`config.mk`:
```
export PLATFORM = sky130hd
export DESIGN_NAME = prog_loader
export DESIGN_NICKNAME = d
export VERILOG_FILES = /design/src/rtl/prog_loader.sv
export SDC_FILE = /design/constraint.sdc
export NUM_CORES = 1
export LEC_CHECK = 0
export CORE_AREA = 2 2 95 97
export CTS_CLUSTER_SIZE = 20
export DETAILED_ROUTE_END_ITERATION = 8
export DIE_AREA = 0 0 97 99
export PLACE_DENSITY = 0.79
export SLEW_MARGIN = 10
export SYNTH_ARGS = -nofsm -noshare
export SYNTH_HDL_FRONTEND = slang
export SYNTH_SLANG_ARGS = --single-unit
```
`constraint.sdc`:
```
create_clock -name clk_i -period 2.4 [get_ports clk_i]
set_input_delay 0.48 -clock clk_i [delete_from_list [all_inputs] [get_ports clk_i]]
set_output_delay 0.48 -clock clk_i [all_outputs]
set_load 0.03 [all_outputs]
```
`src/rtl/prog_loader.sv`:
```
// prog_loader: fills instruction memory from a framed UART byte stream.
// Frame: 16-bit little-endian word count, then little-endian 32-bit words.
// Optional build macro PROG_LOADER_CHECKSUM_EN appends an 8-bit XOR check byte.
module prog_loader #(
  parameter int unsigned ADDR_W    = 14,
  parameter int unsigned MAX_WORDS = 4096,
  parameter int unsigned CNT_W     = 13
) (
  input  logic              clk_i,
  input  logic              rst_n,       // active-high synchronous reset
  input  logic              start_i,
  input  logic [7:0]        rx_data_i,
  input  logic              rx_valid_i,
  output logic              wr_en_o,
  output logic [ADDR_W-1:0] wr_addr_o,
  output logic [31:0]       wr_data_o,
  output logic              busy_o,
  output logic              done_o,
  output logic              err_o,
  output logic              cpu_hold_o,
  output logic [CNT_W-1:0]  words_o
);

  typedef enum logic [2:0] {
    StIdle,
    StLenLo,
    StLenHi,
    StData,
`ifdef PROG_LOADER_CHECKSUM_EN
    StChk,
`endif
    StDone,
    StErr
  } state_e;

  state_e            state_q, state_d;
  logic [15:0]       len_q, len_d;
  logic [31:0]       sh_q, sh_d;
  logic [1:0]        idx_q, idx_d;
  logic [CNT_W-1:0]  words_q, words_d;
  logic              wr_en_q, wr_en_d;
  logic [ADDR_W-1:0] wr_addr_q, wr_addr_d;
  logic [31:0]       wr_data_q, wr_data_d;
  logic              busy_q, busy_d;
  logic              hold_q, hold_d;
  logic [15:0]       len_new;
`ifdef PROG_LOADER_CHECKSUM_EN
  logic [7:0]        xor_q, xor_d;
`endif

  assign len_new = {rx_data_i, len_q[7:0]};

  // Next-state, datapath and registered-output decode.
  always_comb begin
    state_d   = state_q;
    len_d     = len_q;
    sh_d      = sh_q;
    idx_d     = idx_q;
    words_d   = words_q;
    wr_en_d   = 1'b0;
    wr_addr_d = wr_addr_q;
    wr_data_d = wr_data_q;
`ifdef PROG_LOADER_CHECKSUM_EN
    xor_d     = xor_q;
`endif
    unique case (state_q)
      StIdle, StDone, StErr: begin
        if (start_i) begin
          state_d = StLenLo;
          words_d = '0;
          idx_d   = 2'd0;
`ifdef PROG_LOADER_CHECKSUM_EN
          xor_d   = 8'h00;
`endif
        end
      end
      StLenLo: begin
        if (rx_valid_i) begin
          len_d[7:0] = rx_data_i;
          state_d    = StLenHi;
        end
      end
      StLenHi: begin
        if (rx_valid_i) begin
          len_d[15:8] = rx_data_i;
          if (len_new == 16'd0 || 32'(len_new) > MAX_WORDS) state_d = StErr;
          else                                               state_d = StData;
        end
      end
      StData: begin
        if (rx_valid_i) begin
          // Little-endian: each new byte enters at the top and slides down.
          sh_d  = {rx_data_i, sh_q[31:8]};
          idx_d = idx_q + 2'd1;
`ifdef PROG_LOADER_CHECKSUM_EN
          xor_d = xor_q ^ rx_data_i;
`endif
          if (idx_q == 2'd3) begin
            wr_en_d   = 1'b1;
            wr_addr_d = ADDR_W'(words_q) << 2;
            wr_data_d = {rx_data_i, sh_q[31:8]};
            words_d   = words_q + CNT_W'(1);
            if ((32'(words_q) + 32'd1) == 32'(len_q)) begin
`ifdef PROG_LOADER_CHECKSUM_EN
              state_d = StChk;
`else
              state_d = StDone;
`endif
            end
          end
        end
      end
`ifdef PROG_LOADER_CHECKSUM_EN
      StChk: begin
        if (rx_valid_i) state_d = (rx_data_i == xor_q) ? StDone : StErr;
      end
`endif
      default: state_d = StIdle;
    endcase

    busy_d = (state_d == StLenLo) || (state_d == StLenHi) || (state_d == StData)
`ifdef PROG_LOADER_CHECKSUM_EN
             || (state_d == StChk)
`endif
             ;
    hold_d = busy_d || (state_d == StErr);
  end

  // State and datapath registers with synchronous reset.
  always_ff @(posedge clk_i) begin
    if (rst_n) begin
      state_q   <= StIdle;
      len_q     <= '0;
      sh_q      <= '0;
      idx_q     <= '0;
      words_q   <= '0;
      wr_en_q   <= 1'b0;
      wr_addr_q <= '0;
      wr_data_q <= '0;
      busy_q    <= 1'b0;
      hold_q    <= 1'b0;
`ifdef PROG_LOADER_CHECKSUM_EN
      xor_q     <= 8'h00;
`endif
    end else begin
      state_q   <= state_d;
      len_q     <= len_d;
      sh_q      <= sh_d;
      idx_q     <= idx_d;
      words_q   <= words_d;
      wr_en_q   <= wr_en_d;
      wr_addr_q <= wr_addr_d;
      wr_data_q <= wr_data_d;
      busy_q    <= busy_d;
      hold_q    <= hold_d;
`ifdef PROG_LOADER_CHECKSUM_EN
      xor_q     <= xor_d;
`endif
    end
  end

  assign wr_en_o    = wr_en_q;
  assign wr_addr_o  = wr_addr_q;
  assign wr_data_o  = wr_data_q;
  assign busy_o     = busy_q;
  assign cpu_hold_o = hold_q;
  assign words_o    = words_q;
  assign done_o     = (state_q == StDone);
  assign err_o      = (state_q == StErr);

endmodule

```
# Word level (Yosys, flattened, before mapping)
# Index checks and enable logic that the tools add are counted.
[word_totals]
register_bits = 113
inputBits = 12
out_inout_bits = 64
[op_classes]
add_sub_neg = 3
magnitude_cmp = 1
n_eq_ne = 14
mux = 16
bitwise_logic = 2
reduce_logical = 15
[op_table]
columns = ["operator", "n"]
rows = [
  ["$mux 13", 3],
  ["$pmux 13 s2", 1],
  ["$mux 3", 7],
  ["$eq 14x16->1", 1],
  ["$gt 16x13->1 const B", 1],
  ["$logic_not 16->1", 1],
  ["$add 13x1->14 const B", 1],
  ["$add 13x1->13 const B", 1],
  ["$eq 3x2->1 const B", 4],
  ["$pmux 3 s4", 1],
  ["$eq 3x3->1 const B", 3],
  ["$eq 3x1->1 const B", 2],
  ["$ne 2x2->1 const B", 3],
  ["$reduce_and 2->1", 3],
  ["$reduce_and 3->1", 2],
  ["$reduce_or 3->1", 2],
  ["$logic_or 1x1->1", 4],
  ["$mux 2", 2],
  ["$pmux 2 s2", 1],
  ["$reduce_and 4->1", 1],
  ["$logic_not 3->1", 1],
  ["$add 2x1->2 const B", 1],
  ["$eq 2x2->1 const B", 1],
  ["$not 1->1", 2],
  ["2 further kinds", 2],
]

# Depth between registers and ports, before layout
# Gate-level depths: netlist of run 1.
[logic_depth]
ltp_word = 10
mapped_depth = 9
depth_no_buf = 7

# Least setup slack after synthesis of run 1
# No wires, ideal clock.
[synth_timing]
path_type = "reg2reg"
startpoint = "register words_q[0] (netlist: words_o[0])"
endpoint = "register hold_q (netlist: cpu_hold_o)"
setup_time_ps = 134
arrival_time_ps = 2111
t_required_ps = 2266
slack_ps = 155
stages_incl_launch_ff = 8
path_buffers = 0
synth_period_minus_slack_ps = 2245
path_cell_list = "dfxtp_1 > ha_1 > and3_2 > nand4_1 > a2111oi_2 > nand4_1 > nor4b_1 > a211oi_1"
[synth_between]
elab_chain_cells = 10
[synth_lines]
columns = ["element", "line_no", "source"]
rows = [
  ["start, declared", "40", "logic [CNT_W-1:0] words_q, words_d;"],
  ["start signal, assigned", "150", "words_q <= words_d;"],
  ["$add 13x1->14 (*)", "103", "if ((32'(words_q) + 32'd1) == 32'(len_q)) begin"],
  ["$eq 14x16->1 (*)", "103", ""],
  ["$mux 3 (*)", "103", ""],
  ["$mux 3 (*)", "98", "if (idx_q == 2'd3) begin"],
  ["$mux 3 (*)", "91", "if (rx_valid_i) begin"],
  ["$pmux 3 s4 (*)", "66", "unique case (state_q)"],
  ["$eq 3x1->1 or $eq 3x2->1 (tied branches)", "121", "busy_d = (state_d == StLenLo) || (state_d == StLenHi) || (state_d == StData)"],
  ["$logic_or 1x1->1 (2 in series)", "121", ""],
  ["$logic_or 1x1->1 (*)", "126", "hold_d = busy_d || (state_d == StErr);"],
  ["end signal, assigned", "155", "hold_q <= hold_d;"],
  ["end, declared", "45", "logic hold_q, hold_d;"],
]
# Every way passes the cells marked *; elsewhere a longest branch is shown, timed or not.
# A chain may end at the register's enable or synchronous reset.

# Worst setup path in the final report of run 1
[layout_timing]
startpoint = "register state_q[0]"
endpoint = "output port err_o"
[layout_between]
elab_chain_cells = 1
[layout_lines]
columns = ["element", "line_no", "source"]
rows = [
  ["start, declared", "36", "state_e state_q, state_d;"],
  ["start signal, assigned", "132", "state_q <= StIdle;"],
  ["start signal, assigned", "146", "state_q <= state_d;"],
  ["$eq 3x3->1", "169", "assign err_o = (state_q == StErr);"],
  ["end, declared", "19", "output logic err_o,"],
]
# No other way between the ends.

==> flow_metrics.env, run 1 <==
export IMPL_crit_required_ps=1920
export IMPL_syn_area_sq_um=4486
export IMPL_dp_cells=743
export IMPL_maxSlewViolCount=0
export IMPL_finalCritPeriodShare=0.9502
export IMPL_rr_startpoint="words_o[5]$_SDFFE_PP0P_"
export IMPL_cap_violations=0
export IMPL_synth_top_family_by_area="simple AND/OR/NAND/NOR gates"
export IMPL_ant_nets=0
export IMPL_synthArstFlopShare=0
export IMPL_place_ws_ps=-89.09
export IMPL_p_leak_nw=1.924
export IMPL_power_density_nw_per_um2=554.1
export IMPL_wl_um=11000
export IMPL_ir_worst_vdd_mv=0.3126
export IMPL_yosys_area_share_adder=0.005579
export IMPL_r2r_slack_ps=160
export IMPL_crit_type="flip-flop to output port"
export IMPL_htreeDepth=3
export IMPL_yosys_top_cells_count="nand2_1 (180), dfxtp_1 (105), a21oi_1 (101)"
export IMPL_yosys_top_cells_area="dfxtp_1 (47%), nand2_1 (15%), a21oi_1 (11%)"
export IMPL_synth_cells=581
export IMPL_fmax_mhz=438.5
export IMPL_clk_pin_slew_ps=100
export IMPL_yosys_area_top_type="dfxtp_1"
export IMPL_cp_max_fo=11
export IMPL_final_util=0.6498
export IMPL_clock_latency_ps=380
export IMPL_antenna_cells=0
export IMPL_cts_tree="yes"
export IMPL_cts_root_buf="clkbuf_8"
export IMPL_grt_max_degree=49
export IMPL_vias=4208
export IMPL_r2r_cells=6
export IMPL_wl_per_cell_um=14.50
export IMPL_hold_viol=0
export IMPL_antenna_found_initial=0
export IMPL_yosys_area_share_simple=0.2722
export IMPL_cts_buffers=9
export IMPL_core_area_sq_um=8551
export IMPL_die_area_sq_um=9603
export IMPL_die_x_um=97
export IMPL_track_usage=0.2322
export IMPL_crit_start="state_q[0]$_SDFF_PP0_"
export IMPL_vias_per_cell=5.544
export IMPL_grt_pass1_wl_um=18310
export IMPL_yosysUniqueCellTypes=52
export IMPL_cts_hold_buf=0
export IMPL_cp_end_kind="output port"
export IMPL_io_pin_count=76
export IMPL_power_total_mw=3.079
export IMPL_rsz0062_at_grt="no"
export IMPL_synth_area_mux_share=0
export IMPL_io_buffers=73
export IMPL_setup_tns_ps=0
export IMPL_synth_seq_cells=105
export IMPL_chipHeight_um=99
export IMPL_hp_class="flip-flop to flip-flop"
export IMPL_start_util=0.5246
export IMPL_synth_compound_area_frac=0.1643
export IMPL_reg2reg_to="cpu_hold_o$_SDFF_PP0_"
export IMPL_first_pass_iters=5
export IMPL_drtIter0Drc=199
export IMPL_synth_edf_count=0
export IMPL_cp_arrival_ps=1800
export IMPL_setup_viol=0
export IMPL_fin_skew_ps=14.61
export IMPL_area_growth_syn_to_layout_pct=23.88
export IMPL_crit_path_start_kind="flip-flop"
export IMPL_synthesis_area_per_instance_sq_um=7.720
export IMPL_ys_seq_area_frac=0.4686
export IMPL_layout_drive_gt1_share=0.08449
export IMPL_setup_slack_ps=119.6
export IMPL_nets=660
export IMPL_ys_warnings_count=0
export IMPL_grt_pass1_vias=3738
export IMPL_period_minus_slack_ps=2280
export IMPL_ys_flop_type="dfxtp_1"
export IMPL_drc=0
export IMPL_crit_end="err_o"
export IMPL_final_cells=759
export IMPL_status="finished clean"
export IMPL_synthMostInstantiatedCell="nand2_1"
export IMPL_grt_overflow=0
export IMPL_yosysTopAreaCellShare=0.4686
export IMPL_fp_row_count=34
export IMPL_cts_buffer_depth=2
export IMPL_synth_xor_area_frac=0.03905
export IMPL_clock_sinks=105
export IMPL_place_gp_congestion=0.9231
export IMPL_dp_hpwl_um=7782
metrics by stage:
stage	area, sq um	hold slack (ps)
after floorplan	4489	432.2
after global placement	5356	440.3
after detailed placement	5356	444.9
after CTS	5550	459.6
after global routing	5557	480.7
final	5557	457.0
worst min path at each step:
stage                               startpoint                    endpoint  slack, ps  cells past startpoint
floorplan                 sh_q[8]$_SDFFE_PP0P_   wr_data_o[0]$_SDFFE_PP0P_        430                      2
global placement          sh_q[8]$_SDFFE_PP0P_   wr_data_o[0]$_SDFFE_PP0P_        440                      2
detailed placement        sh_q[8]$_SDFFE_PP0P_   wr_data_o[0]$_SDFFE_PP0P_        440                      2
CTS                       sh_q[8]$_SDFFE_PP0P_   wr_data_o[0]$_SDFFE_PP0P_        460                      2
global route        wr_data_o[11]$_SDFFE_PP0P_  wr_data_o[11]$_SDFFE_PP0P_        480                      2
finish              wr_addr_o[12]$_SDFFE_PP0P_  wr_addr_o[12]$_SDFFE_PP0P_        460                      2
power breakdown:
part	switching (mW)	internal [mW]	total, mW
Sequential	0.0261	1.76	1.79
Combinational	0.134	0.0861	0.221
Clock	0.641	0.429	1.07
Total	0.801	2.28	3.08
state kept, by name, indices dropped and copies added (netlist names):
signal and cells:
cpu_hold_o 1, wr_en_o 1, words_o 13, busy_o 1
sh_q 24, idx_q 2, wr_addr_o 12, len_q 16
wr_data_o 32, state_q 3
logic make-up after synthesis:
kind of cell	Yosys count
DFF	105
xor gates and xnor gates	20
and+or+nand+nor	272
buffers and inverters	50
adders and majority gates	2
AOI/OAI and AO/OA	131
other	1
area by class of cell:
cell class                 instances  area (sq um)
fill                             743          2994
multi-input combinational        427          2178
sequential                       105          2102
timing repair buffer              98         928.4
clock buffer                      10         137.6
tap                              108         135.1
clock inverter                     6         56.30
inverter                           5         18.77
critical path: stages, from the launching register on:
cell and delay (ps):
dfxtp_1 550, and3b_1 210, clkdlybuf4s50_1 660
timing repair:
action                                  4_1_cts  5_1_grt
gates resized for setup                       0        1
endpoints found under the setup margin        0        1
buffers inserted                              0        0
metal layers:
layer,wire length [um],share of wire,global-route usage,up-vias
li1,-,-,-,2080
met5,0,0,0,-
met4,225,0.020,0.09426,0
met2,5234,0.48,0.3761,144
met1,4954,0.45,0.3116,1963
met3,589,0.054,0.03759,21
cell usage in the layout, fill, tap and decap left out, types with 2 or more instances in the layout:
| master | netlist | routed |
|---|---|---|
| buf_4 | 4 | 25 |
| clkdlybuf4s50_1 | 0 | 72 |
| or3_1 | 4 | 4 |
| nand3b_1 | 7 | 7 |
| inv_8 | 0 | 2 |
| nor2_1 | 26 | 25 |
| inv_1 | 4 | 4 |
| conb_1 | 1 | 2 |
| ha_1 | 2 | 2 |
| nor4b_1 | 2 | 2 |
| clkbuf_8 | 0 | 10 |
| o41ai_1 | 2 | 2 |
| nor2b_1 | 4 | 4 |
| nand2b_1 | 5 | 5 |
| inv_6 | 0 | 2 |
| and3_1 | 4 | 4 |
| a211oi_1 | 3 | 3 |
| nor4_1 | 6 | 5 |
| dfxtp_1 | 105 | 105 |
| nand2_1 | 180 | 179 |
| a32oi_1 | 2 | 2 |
| nand4_1 | 7 | 7 |
| a21oi_1 | 101 | 101 |
| xnor2_1 | 12 | 12 |
| xor2_1 | 8 | 8 |
| nand3_1 | 15 | 15 |
| o21ai_0 | 10 | 10 |
(Power assumes the default switching activity.)
==> run 2, diff against run 1 <==
--- a/config.mk
+++ b/config.mk
@@ -9,6 +9,7 @@
 export CTS_CLUSTER_SIZE = 20
 export DETAILED_ROUTE_END_ITERATION = 8
 export DIE_AREA = 0 0 97 99
+export GPL_TIMING_DRIVEN = 0
 export PLACE_DENSITY = 0.79
 export SLEW_MARGIN = 10
 export SYNTH_ARGS = -nofsm -noshare
==> run 2 against run 1 <==
- power decreased by 0.30%
- sequential share of layout area increased by 0.059 points
- non-clock buffer count increased by 18
- sequential power about the same
- largest power group unchanged
==> flow_metrics.env, run 2 (same netlist as run 1, synthesis figures left out) <==
export IMPL_place_gp_congestion=0.9671
export IMPL_rsz0062_at_grt="no"
export IMPL_vias=4275
export IMPL_wl_um=11870
export IMPL_area_growth_syn_to_layout_pct=23.91
export IMPL_start_util=0.5246
export IMPL_die_area_sq_um=9603
export IMPL_first_pass_iters=5
export IMPL_die_x_um=97
export IMPL_io_pin_count=76
export IMPL_final_common_cell="nand2_1"
export IMPL_crit_path_start_kind="flip-flop"
export IMPL_mostFrequentLayoutCells="nand2_1 (180), dfxtp_1 (102), a21oi_1 (101), clkdlybuf4s50_1 (72), nor2_1 (26)"
export IMPL_combPwrFrac=0.075
export IMPL_power_frac_seq=0.581
export IMPL_cap_violations=0
export IMPL_fin_area_sq_um=5558
export IMPL_ir_worst_vdd_mv=0.3912
export IMPL_multi_input_area_sq_um=2190
export IMPL_cp_end_kind="flip-flop"
export IMPL_clock_sinks=105
export IMPL_ant_nets=0
export IMPL_cts_root_buf="clkbuf_8"
export IMPL_cts_resized=1
export IMPL_p_sw_frac=0.2686
export IMPL_antenna_found_initial=0
export IMPL_antenna_cells=0
export IMPL_clock_latency_ps=380
export IMPL_grt_max_degree=20
export IMPL_post_cts_setup_buffer_count=0
export IMPL_drc=0
export IMPL_chipHeight_um=99
export IMPL_power_share_clock=0.344
export IMPL_cp_arrival_ps=2500
export IMPL_grt_pass1_vias=4005
export IMPL_setup_tns_ps=0
export IMPL_clk_pin_slew_ps=100
export IMPL_fin_skew_ps=15.20
export IMPL_crit_type="flip-flop to flip-flop"
export IMPL_crit_required_ps=2650
export IMPL_htreeDepth=3
export IMPL_fmax_mhz=444.3
export IMPL_status="finished clean"
export IMPL_fp_row_count=34
export IMPL_relSlewSlack=0.5816
export IMPL_worst_pin_slew_ps=627.6
export IMPL_cts_buffer_depth=2
export IMPL_period_minus_slack_ps=2251
export IMPL_hold_viol=0
export IMPL_largest_register_ffs=32
export IMPL_dp_hpwl_um=8738
export IMPL_power_internal_mw=2.245
export IMPL_track_usage=0.2489
export IMPL_maxSlewViolCount=0
export IMPL_p_leak_nw=1.918
export IMPL_layout_drive_gt1_share=0.07474
export IMPL_wl_per_cell_um=15.27
export IMPL_hp_class="flip-flop to flip-flop"
export IMPL_p_sw_mw=0.8246
export IMPL_cts_buffers=9
export IMPL_nFillCells=764
export IMPL_setup_viol=0
export IMPL_placed_area_sq_um=5345
export IMPL_cp_max_fo=8
export IMPL_drtIter0Drc=279
export IMPL_power_density_nw_per_um2=552.4
export IMPL_core_area_sq_um=8551
export IMPL_nets=678
export IMPL_vias_per_cell=5.502
export IMPL_io_buffers=72
export IMPL_grt_pass1_wl_um=19520
export IMPL_regArea_sq_um=2106
export IMPL_cts_tree="yes"
export IMPL_cts_hold_buf=0
export IMPL_finalCritPeriodShare=0.9377
export IMPL_grt_overflow=0
==> run 2: cell count changes in the layout (fill, tap and decap cells not counted), moves of 3 or more <==
cell,delta
buf_4,-21
dfxtp_2,+3
dfxtp_1,-3
buf_2,+14
clkbuf_1,+24
==> run 2: per-layer routing <==
| metal | GRT usage | part of all wire | vias to the layer above |
|---|---|---|---|
| met2 | 0.4129 | 0.48 | 151 |
| met1 | 0.3295 | 0.44 | 1996 |
| li1 | - | - | 2110 |
| met3 | 0.04681 | 0.068 | 18 |
| met5 | 0 | 0 | - |
| met4 | 0.08234 | 0.017 | 0 |
==> run 2: cell type report <==
type                            instances  area share
Multi-Input combinational cell        427      0.3940
Sequential cell                       105      0.3789
Timing Repair Buffer                   72      0.1297
Buffer                                 44     0.03579
Tap cell                              108     0.02431
Clock buffer                           10     0.02296
Clock inverter                          6     0.01103
Inverter                                5    0.003377
==> run 2: critical path, stage by stage (launching register included) <==
cell and delay, ps:
dfxtp_2 480, ha_2 290, and3_2 250, nand3_1 170, xnor2_1 200, nand3_1 260
a221oi_1 370, a221oi_2 100
==> run 2: through the flow <==
stage	setup WS, ps	util	cells	hold WS (ps)	power [mW]
final	149.4	0.6500	777	458.6	3.070
after global routing	3.087	0.6500	777	480.8	3.175
after CTS	93.54	0.6469	777	462.2	3.073
after detailed placement	-180.0	0.6251	762	447.0	2.049
after global placement	-111.7	0.6251	762	442.4	2.044
after floorplan	154.8	-	582	432.2	1.962
==> run 2: final timing paths <==
| check | startpoint | slack, ps | cells past startpoint | end |
|---|---|---|---|---|
| worst max-delay path | words_o[0]$_SDFFE_PP0P_ | 150 | 7 | state_q[1]$_SDFF_PP0_ |
| worst min-delay path | len_q[14]$_SDFFE_PP0P_ | 460 | 2 | len_q[14]$_SDFFE_PP0P_ |
| worst max register to register | words_o[0]$_SDFFE_PP0P_ | 150 | 7 | state_q[1]$_SDFF_PP0_ |
| worst min register to register | len_q[14]$_SDFFE_PP0P_ | 460 | 2 | len_q[14]$_SDFFE_PP0P_ |
==> run 2: power by group through the flow <==
| stage | logic (mW) | registers, mW | clock network, mW |
|---|---|---|---|
| finish | 0.231 | 1.78 | 1.05 |
| detailed placement | 0.228 | 1.82 | 0 |
| global placement | 0.224 | 1.82 | 0 |
| CTS | 0.225 | 1.78 | 1.06 |
| floorplan | 0.139 | 1.82 | 0 |
| global route | 0.251 | 1.79 | 1.14 |
